$ cat src/rtl/vx_warp_ibuffer.sv
// Per-warp instruction buffer: one circular queue per warp, a round-robin
// arbiter over non-empty warps, and a registered valid/ready issue slot.
module vx_warp_ibuffer #(
  parameter int NUM_WARPS = 4,
  parameter int DEPTH     = 4,
  parameter int DATAW     = 64
) (
  input  logic                         clk,
  input  logic                         reset,
  input  logic                         in_valid,
  output logic                         in_ready,
  input  logic [$clog2(NUM_WARPS)-1:0] in_wid,
  input  logic [DATAW-1:0]             in_data,
  input  logic                         flush_valid,
  input  logic [$clog2(NUM_WARPS)-1:0] flush_wid,
  output logic                         out_valid,
  input  logic                         out_ready,
  output logic [$clog2(NUM_WARPS)-1:0] out_wid,
  output logic [DATAW-1:0]             out_data,
  output logic [NUM_WARPS-1:0]         empty_mask,
  output logic [NUM_WARPS-1:0]         full_mask
);

  localparam int WIDW = $clog2(NUM_WARPS);
  localparam int PTRW = $clog2(DEPTH);
  localparam int CNTW = $clog2(DEPTH + 1);

  logic [DATAW-1:0] mem    [NUM_WARPS][DEPTH];
  logic [PTRW-1:0]  wr_ptr [NUM_WARPS];
  logic [PTRW-1:0]  rd_ptr [NUM_WARPS];
  logic [CNTW-1:0]  count  [NUM_WARPS];
  logic [WIDW-1:0]  rr_ptr;

  logic [NUM_WARPS-1:0] flush_sel;
  logic [NUM_WARPS-1:0] push_sel;
  logic [NUM_WARPS-1:0] pop_sel;
  logic [NUM_WARPS-1:0] cand;
  logic                 load;
  logic                 found;
  logic [WIDW-1:0]      grant;
  logic [WIDW-1:0]      idx;

  always_comb begin
    load  = !out_valid || out_ready;
    found = 1'b0;
    grant = rr_ptr;
    idx   = '0;
    for (int unsigned w = 0; w < NUM_WARPS; w++) begin
      flush_sel[w]  = flush_valid && (flush_wid == WIDW'(w));
      full_mask[w]  = (count[w] == CNTW'(DEPTH));
      empty_mask[w] = (count[w] == '0) && !(out_valid && (out_wid == WIDW'(w)));
      cand[w]       = (count[w] != '0) && !flush_sel[w];
    end
    in_ready = !full_mask[in_wid] && !(flush_valid && (flush_wid == in_wid));
    // Circular scan starting just after the last granted warp.
    for (int unsigned i = 1; i <= NUM_WARPS; i++) begin
      idx = WIDW'((32'(rr_ptr) + i) % NUM_WARPS);
      if (!found && cand[idx]) begin
        found = 1'b1;
        grant = idx;
      end
    end
    for (int unsigned w = 0; w < NUM_WARPS; w++) begin
      push_sel[w] = in_valid && in_ready && (in_wid == WIDW'(w));
      pop_sel[w]  = load && found && (grant == WIDW'(w));
    end
  end

  always_ff @(posedge clk) begin
    if (in_valid && in_ready) begin
      mem[in_wid][wr_ptr[in_wid]] <= in_data;
    end
  end

  always_ff @(posedge clk) begin
    if (reset) begin
      for (int unsigned w = 0; w < NUM_WARPS; w++) begin
        count[w]  <= '0;
        wr_ptr[w] <= '0;
        rd_ptr[w] <= '0;
      end
      out_valid <= 1'b0;
      out_wid   <= '0;
      out_data  <= '0;
      rr_ptr    <= WIDW'(NUM_WARPS - 1);
    end else begin
      for (int unsigned w = 0; w < NUM_WARPS; w++) begin
        if (flush_sel[w]) begin
          count[w]  <= '0;
          wr_ptr[w] <= '0;
          rd_ptr[w] <= '0;
        end else begin
          if (push_sel[w]) wr_ptr[w] <= wr_ptr[w] + PTRW'(1);
          if (pop_sel[w])  rd_ptr[w] <= rd_ptr[w] + PTRW'(1);
          if (push_sel[w] && !pop_sel[w]) begin
            count[w] <= count[w] + CNTW'(1);
          end else if (!push_sel[w] && pop_sel[w]) begin
            count[w] <= count[w] - CNTW'(1);
          end
        end
      end
      if (load) begin
        if (found) begin
          out_valid <= 1'b1;
          out_wid   <= grant;
          out_data  <= mem[grant][rd_ptr[grant]];
          rr_ptr    <= grant;
        end else begin
          out_valid <= 1'b0;
        end
      end else if (flush_valid && out_valid && (out_wid == flush_wid)) begin
        // A stalled slot owned by the flushed warp is withdrawn.
        out_valid <= 1'b0;
      end
    end
  end

endmodule

$ cat config.mk
export PLATFORM = sky130hd
export DESIGN_NAME = vx_warp_ibuffer
export DESIGN_NICKNAME = d
export VERILOG_FILES = /design/src/rtl/vx_warp_ibuffer.sv
export SDC_FILE = /design/constraint.sdc
export NUM_CORES = 1
export LEC_CHECK = 0
export CAP_MARGIN = 20
export CORE_AREA = 2 2 227 396
export DETAILED_ROUTE_END_ITERATION = 8
export DIE_AREA = 0 0 229 398
export DONT_BUFFER_PORTS = 1
export PLACE_DENSITY = 0.64
export SYNTH_ARGS = -nofsm -noshare
export SYNTH_HDL_FRONTEND = slang
export SYNTH_SLANG_ARGS = --single-unit
export TNS_END_PERCENT = 30
$ cat constraint.sdc
create_clock -name clk -period 18 [get_ports clk]
set_clock_uncertainty 0.05 [all_clocks]
set_input_delay 1.8 -clock clk [delete_from_list [all_inputs] [get_ports clk]]
set_output_delay 1.8 -clock clk [all_outputs]
set_load 0.02 [all_outputs]
==> summary.md, run 1 <==
| Metric | Value |
|---|---|
| R2r startpoint | `count[2][0]$_SDFFCE_PN0P_` |
| 1st-iter DRT viols | `2256` |
| Num rows | `144` |
| End of the critical path | `out_data[37]$_SDFFE_PP0P_` |
| Post-Syn Area | `43560 um^2` |
| Setup crit start kind | `primary input` |
| Global-route wire length before repair | `between 150000 and 200000 um` |
| Async SR Flop Fraction | `0%` |
| IO Port Bufs | `0` |
| CTS HTree Levels | `3` |
| Fin. Hold Viols | `0` |
| CTS root buf | `clkbuf_16` |
| Final setup viols | `0` |
| Overflow after GRT | `0` |
| Min-Delay Path Depth | `2` |
| Pwr dens | `between 150 and 200 nW/um^2` |
| CTS tree | `built` |
| Synthesized area per cell | `14.94 um^2` |
| Final Hold Slack | `between 0.5 and 0.6 ns` |
| Diode count | `0` |
| Cells after Synth | `just under 3000` |
| Share of layout cells above drive strength 1 | `roughly 7.8%` |
| Die area | `91140 um^2` |
| WL per Instance | `approximately 27 um` |
| # fillers | `roughly 7000` |
| Worst Path Arrival | `roughly 7.1 ns` |
| CTS Buffer Depth | `3` |
| Drc violations | `0` |
| Detailed-route wire length | `between 100000 and 150000 um` |
| Cts repair resizes | `0` |
| Synth Flop Type | `edfxtp_1` |
| Largest net degree at the start of global routing | `approximately 100` |
| Yosys top cell area share | `72.53%` |
| CTS clk-pin slew, worst paths | `about 0.070 ns` |
| Slew @ Worst Pin | `1.120 ns` |
| Crit. Startpoint | `flush_wid[1]` |
| Reg2reg end | `out_data[37]$_SDFFE_PP0P_` |
| Vias | `around 25000` |
| Core area | `just under 90000 um^2` |
| CP Capture Type | `register` |
| Peak VDD IR | `0.2382 mV` |
| Area delta synth->final | `10.37%` |
| Worst r2r path cells | `15` |
| Inserted Clock Buffers | `between 90 and 100` |
| Gr usage total | `between 20% and 30%` |
| Synth cell count leaders | `1052 x edfxtp_1, 528 x nand2_1, 380 x nand3_1` |
| Peak Freq | `0.1525 GHz` |
| Final slew viol count | `0` |
| EDFF count, synth | `around 1100` |
| Crit path depth | `13` |
| Crit path kind | `primary input to register` |
| CP Buf/Inv Count | `4` |
| Maxcap violations | `0` |
| Setup TNS | `0 ns` |
| Via-per-instance ratio | `6.101` |
| Final Cycle Share | `36.43%` |
| Register area | `32970 um^2` |
| Seq/Total Area, Yosys | `75.70%` |
| Most common cell on crit path | `buf_4` |
| Gpl congestion | `approximately 0.8` |
| Max incr delay on CP | `around 0.84 ns` |
| Reg2reg setup slack | `between 10 and 15 ns` |
| Vias in the first global route | `25330` |
| Final HPWL DP | `58210 um` |
| Hold_sp | `rr_ptr[0]$_SDFFE_PP1P_` |
| Starting Density | `49.54%` |
| Yosys reg bits | `around 1100` |
| Die height | `398 um` |
| Worst Hold Class | `register to register` |
| Worst path cell trace | `and3b_1 > or2_1 > a21o_1 > mux2i_4 > buf_4 > mux2i_4 > buf_12 > buf_4 > mux2_4 > buf_4 > nand3_1 > a21oi_1 > a221o_1` |
| Top-level I/O count | `approximately 150` |
| LEAKAGE | `0.01670 uW` |
| Nets | `a little under 3000` |
| Num Clock Sinks | `around 1100` |
| Die X | `229 um` |
| Clk_lat worst skew | `about 0.68 ns` |
| Synth warn | `0` |
| Leading post-synthesis cells by cell area | `edfxtp_1 73%, mux2i_1 6.0%, nand2_1 4.6%` |
| Status | `finished clean` |
| Initial antenna violation count | `0` |
| Area leader, netlist | `edfxtp_1` |
| CP max stage cell | `buf_4` |
| Pre-Repair DR Iteration Count | `8` |
| RSZ-0062 raised after global routing | `false` |
| Library cells used by synthesis | `48` |
| Post-CTS Setup Bufs | `0` |
| Syn Nets | `between 3000 and 4000` |
| Hold_buf cts | `0` |
| Number of routed nets with antenna violations | `0` |
| Min cycle time layout | `6.557 ns` |
| CP max FO | `82` |
| Slew margin rel. | `between 20% and 30%` |
| Worst path top cell family by delay | `buffers and inverters` |
| Multi-input logic area | `10020 um^2` |
| Most common cell in the synthesized netlist | `edfxtp_1` |
| Worst path required time | `approximately 19 ns` |
-- area by class of cell --
class / count / area share [%]
multi-input combinational: 1602 / 20.84
clock buffer: 143 / 5.768
sequential: 1121 / 68.59
timing repair buffer: 53 / 0.8537
clock inverter: 34 / 0.7756
inverter: 17 / 0.1327
tap: 1168 / 3.040
-- sequential cells by signal (all words and copies together) (netlist names) --
signal     count
count         12
wr_ptr         8
out_wid        2
out_data      64
rd_ptr         8
out_valid      1
mem         1024
rr_ptr         2
-- report_power, final --
group	internal, uW	switching [uW]
Combinational	1300	2600
Clock	1170	907
Sequential	3000	165
-- worst min-delay path by stage --
stage | end | slack, ns
floorplan | rr_ptr[0]$_SDFFE_PP1P_ | 0.46
global placement | rr_ptr[0]$_SDFFE_PP1P_ | 0.48
detailed placement | rr_ptr[0]$_SDFFE_PP1P_ | 0.50
CTS | rr_ptr[0]$_SDFFE_PP1P_ | 0.51
global route | rr_ptr[0]$_SDFFE_PP1P_ | 0.56
finish | rr_ptr[0]$_SDFFE_PP1P_ | 0.52
-- routing by layer --
metal / global-route usage [%] / wire length (um)
met2: 44.29 / 59050
met3: 4.775 / 8255
met5: 0 / 0
met4: 9.856 / 3859
met1: 28.81 / 41110
-- worst reg2reg max path: stages, from the launching register on --
cell	delay (ns)
edfxtp_1	0.39
inv_1	0.08
ha_1	0.20
nor2b_1	0.16
or2_1	0.29
a21o_1	0.25
mux2i_4	0.14
buf_4	0.72
mux2i_4	0.39
buf_12	0.56
buf_4	0.91
mux2_4	0.72
buf_4	0.65
nand3_1	0.18
a21oi_1	0.22
a221o_1	0.15
-- logic make-up after synthesis --
logic type | Yosys count | synth area share (%)
buffers and inverters | 193 | 1.807
AND/OR/NAND/NOR | 1013 | 10.11
flip-flops | 1121 | 75.70
AO/OA/AOI/OAI | 294 | 5.383
XOR/XNOR | 12 | 0.2413
multiplexers | 271 | 6.412
adder cells (fa/ha/maj) | 12 | 0.3447
-- placed cells by master (no fill, tap or decap), types with 31 or more instances in the layout --
cell       instances
mux2i_1          258
buf_4             52
a21oi_1           74
nand3_1          380
clkbuf_1          31
o22a_1            65
edfxtp_1        1052
clkbuf_16         99
nor2_1            34
dfxtp_1           69
a221o_1           64
nand2_1          524
o221ai_1          63
-- stage by stage --
| step | utilization, % | setup slack [ns] | area [um^2] | power [uW] | instances |
|---|---|---|---|---|---|
| floorplan | - | 9.732 | 43560 | 5904 | 2916 |
| global placement | 51.10 | 10.85 | 44930 | 7051 | 3961 |
| detailed placement | 51.10 | 10.81 | 44930 | 7124 | 3961 |
| CTS | 54.67 | 11.52 | 48070 | 9186 | 4138 |
| global route | 54.67 | 11.26 | 48070 | 9571 | 4138 |
| finish | 54.67 | 11.44 | 48070 | 9139 | 4138 |
No activity file was read; power rests on OpenSTA's default activity.
==> inputs of run 2 (changes only) <==
--- a/config.mk
+++ b/config.mk
@@ -10,7 +10,7 @@
 export DETAILED_ROUTE_END_ITERATION = 8
 export DIE_AREA = 0 0 229 398
 export DONT_BUFFER_PORTS = 1
-export PLACE_DENSITY = 0.64
+export PLACE_DENSITY = 0.67
 export SYNTH_ARGS = -nofsm -noshare
 export SYNTH_HDL_FRONTEND = slang
 export SYNTH_SLANG_ARGS = --single-unit
==> constraint.sdc (replaced) <==
create_clock -name clk -period 5.45 [get_ports clk]
set_clock_uncertainty 0.05 [all_clocks]
set_input_delay 0.545 -clock clk [delete_from_list [all_inputs] [get_ports clk]]
set_output_delay 0.545 -clock clk [all_outputs]
set_load 0.02 [all_outputs]
==> run 2 against run 1 <==
  * Setup slack worse by 10 ns
  * Utilization is 1.1 points higher
  * Critical path depth is 2 lower
  * Count of clock-buffer cells in the layout is 17 lower
  * Global-route usage is 0.86 points lower
  * Non-clock buffer count is 69 higher
  * Power grew to 3.3 times the previous value
  * Critical path type is now register to register
==> summary.md, run 2 (synthesis gave the netlist of run 1 again) <==
| Metric | Value |
|---|---|
| Slew margin rel. | `20.45% (was 25.34%)` |
| Starting Density | `49.54% (unchanged)` |
| Overflow after GRT | `0 (unchanged)` |
| Worst Path Arrival | `4.93 ns (was 7.13 ns)` |
| Nets | `3043 (was 2975)` |
| Worst path required time | `6.04 ns (was 18.57 ns)` |
| RSZ-0062 raised after global routing | `false (unchanged)` |
| Slew @ Worst Pin | `1.193 ns (was 1.120 ns)` |
| Via-per-instance ratio | `6.009 (was 6.101)` |
| Post-CTS Setup Bufs | `0 (unchanged)` |
| Gr usage total | `23.72% (was 24.58%)` |
| 1st-iter DRT viols | `2650 (was 2256)` |
| Worst Hold Class | `primary input to register (was register to register)` |
| R2r startpoint | `count[1][0]$_SDFFCE_PN0P_ (was count[2][0]$_SDFFCE_PN0P_)` |
| CTS clk-pin slew, worst paths | `0.07 ns (about the same)` |
| Gpl congestion | `0.8197 (was 0.8079)` |
| Top-level I/O count | `149 (unchanged)` |
| CP Capture Type | `register (unchanged)` |
| CTS Buffer Depth | `3 (unchanged)` |
| Setup TNS | `0 ns (unchanged)` |
| Final slew viol count | `0 (unchanged)` |
| Peak Freq | `0.2304 GHz` |
| LEAKAGE | `0.01702 uW (was 0.01670 uW)` |
| Global-route wire length before repair | `160700 um (was 164300 um)` |
| Vias | `25280 (was 25240)` |
| Crit path kind | `register to register (was primary input to register)` |
| Fin. Hold Viols | `0 (unchanged)` |
| Die X | `229 um (unchanged)` |
| Num rows | `144 (unchanged)` |
| Final Cycle Share | `approximately 80%` |
| CP max FO | `133 (was 82)` |
| Initial antenna violation count | `9 (was 0)` |
| Vias in the first global route | `25720 (was 25330)` |
| Non-Filler Instances | `4208 (was 4138)` |
| Status | `finished clean (unchanged)` |
| Peak VDD IR | `0.8164 mV (was 0.2382 mV)` |
| Pre-Repair DR Iteration Count | `5 (was 8)` |
| Detailed-route wire length | `108500 um (was 112300 um)` |
| IO Port Bufs | `0 (unchanged)` |
| Placed Instances | `3963 (was 3961)` |
| Crit. Startpoint | `count[1][0]$_SDFFCE_PN0P_ (was flush_wid[1])` |
| Cts repair resizes | `0 (unchanged)` |
| Most common cell after layout, fill and taps aside | `edfxtp_1 (unchanged)` |
| CTS HTree Levels | `3 (unchanged)` |
| Core area | `87920 um^2 (unchanged)` |
| Final setup viols | `0 (unchanged)` |
| Share of layout cells above drive strength 1 | `7.578% (was 7.811%)` |
| Final HPWL DP | `56900 um (was 58210 um)` |
| CTS root buf | `clkbuf_16 (unchanged)` |
| Pwr dens | `616.5 nW/um^2 (was 190.1 nW/um^2)` |
| Maxcap violations | `0 (unchanged)` |
| Area delta synth->final | `12.58% (was 10.37%)` |
| Setup crit start kind | `register (was primary input)` |
| Clk_lat worst skew | `0.70 ns (was 0.68 ns)` |
| Hold_sp | `reset (was rr_ptr[0]$_SDFFE_PP1P_)` |
| Inserted Clock Buffers | `94 (was 95)` |
| Number of routed nets with antenna violations | `0 (unchanged)` |
| Die area | `91140 um^2 (unchanged)` |
| Most frequent cells in the layout | `1052 x edfxtp_1, 524 x nand2_1, 380 x nand3_1, 258 x mux2i_1, 96 x clkbuf_16 (was 1052 x edfxtp_1, 524 x nand2_1, 380 x nand3_1, 258 x mux2i_1, 99 x clkbuf_16)` |
| Drc violations | `0 (unchanged)` |
| Min cycle time layout | `about 4.3 ns` |
| Die height | `398 um (unchanged)` |
| CTS tree | `built (unchanged)` |
| Largest net degree at the start of global routing | `156 (was 101)` |
| Max reg flops | `1024 (unchanged)` |
| Num Clock Sinks | `1121 (unchanged)` |
| WL per Instance | `25.77 um (was 27.13 um)` |
## run 2: changes by cell type in the layout (fill, tap and decap cells not counted), sizes merged
cell / delta
clkbuf: -17
inv: -3
buf: +2
bufinv: +1
clkinv: +11
clkinvlp: +4
diode: +5
dlygate4sd3: +67
## run 2: worst paths after layout
check | to | slack, ns | cells past startpoint
max | out_data[46]$_SDFFE_PP0P_ | 1.11 | 11
min | rd_ptr[2][0]$_SDFFCE_PN0P_ | 0.09 | 2
max reg2reg | out_data[46]$_SDFFE_PP0P_ | 1.11 | 11
min reg2reg | rr_ptr[0]$_SDFFE_PP1P_ | 0.50 | 2
## run 2: timing repair
action,4_1_cts,5_1_grt
endpoints found under the hold margin,1031,0
hold buffers,67,0
setup endpoints to repair,0,0
## run 2: worst max-delay path, cell delays in order (launching register included)
cell,delay [ns]
edfxtp_1,0.38
inv_1,0.07
ha_1,0.20
nor2b_1,0.16
nor3_1,0.25
a21oi_1,0.11
o211ai_1,0.52
buf_12,0.64
nand2_4,0.66
buf_4,0.48
o221ai_1,0.44
a221o_1,0.21
## run 2: final cells by class
| class | count | area [um^2] |
|---|---|---|
| fill | 6842 | 38890 |
| sequential | 1121 | 32970 |
| multi-input combinational | 1602 | 10030 |
| clock buffer | 126 | 2565 |
| tap | 1168 | 1461 |
| timing repair buffer | 122 | 1416 |
| clock inverter | 47 | 510.5 |
| inverter | 17 | 63.81 |
| antenna | 5 | 12.51 |
## run 2: stage by stage
stage / hold WS, ns / total power (uW) / utilization [%] / cell area [um^2] / setup WS, ns
floorplan: 0.4597 / 19500 / - / 43570 / -1.433
global placement: 0.4768 / 23110 / 51.46 / 45250 / 1.167
detailed placement: 0.4863 / 23510 / 51.50 / 45280 / 1.169
CTS: 0.05361 / 30360 / 55.76 / 49020 / 1.189
global route: 0.09170 / 31730 / 55.77 / 49040 / 0.8627
finish: 0.09146 / 30230 / 55.77 / 49040 / 1.109
## run 2: where the power goes
group          switching [uW]  total [uW]  leakage, uW  internal, uW
registers                 523       10400       0.0101          9910
logic                    8520       13100      0.00544          4550
clock network            3010        6720      0.00148          3710
## run 2: per-layer routing
metal / up-vias / wire [um] / track usage [%]
met5: - / 11 / 0
met4: 2 / 4882 / 11.77
met3: 253 / 7085 / 3.766
met2: 1089 / 57490 / 43.19
met1: 12740 / 38980 / 27.01
li1: 11200 / - / -
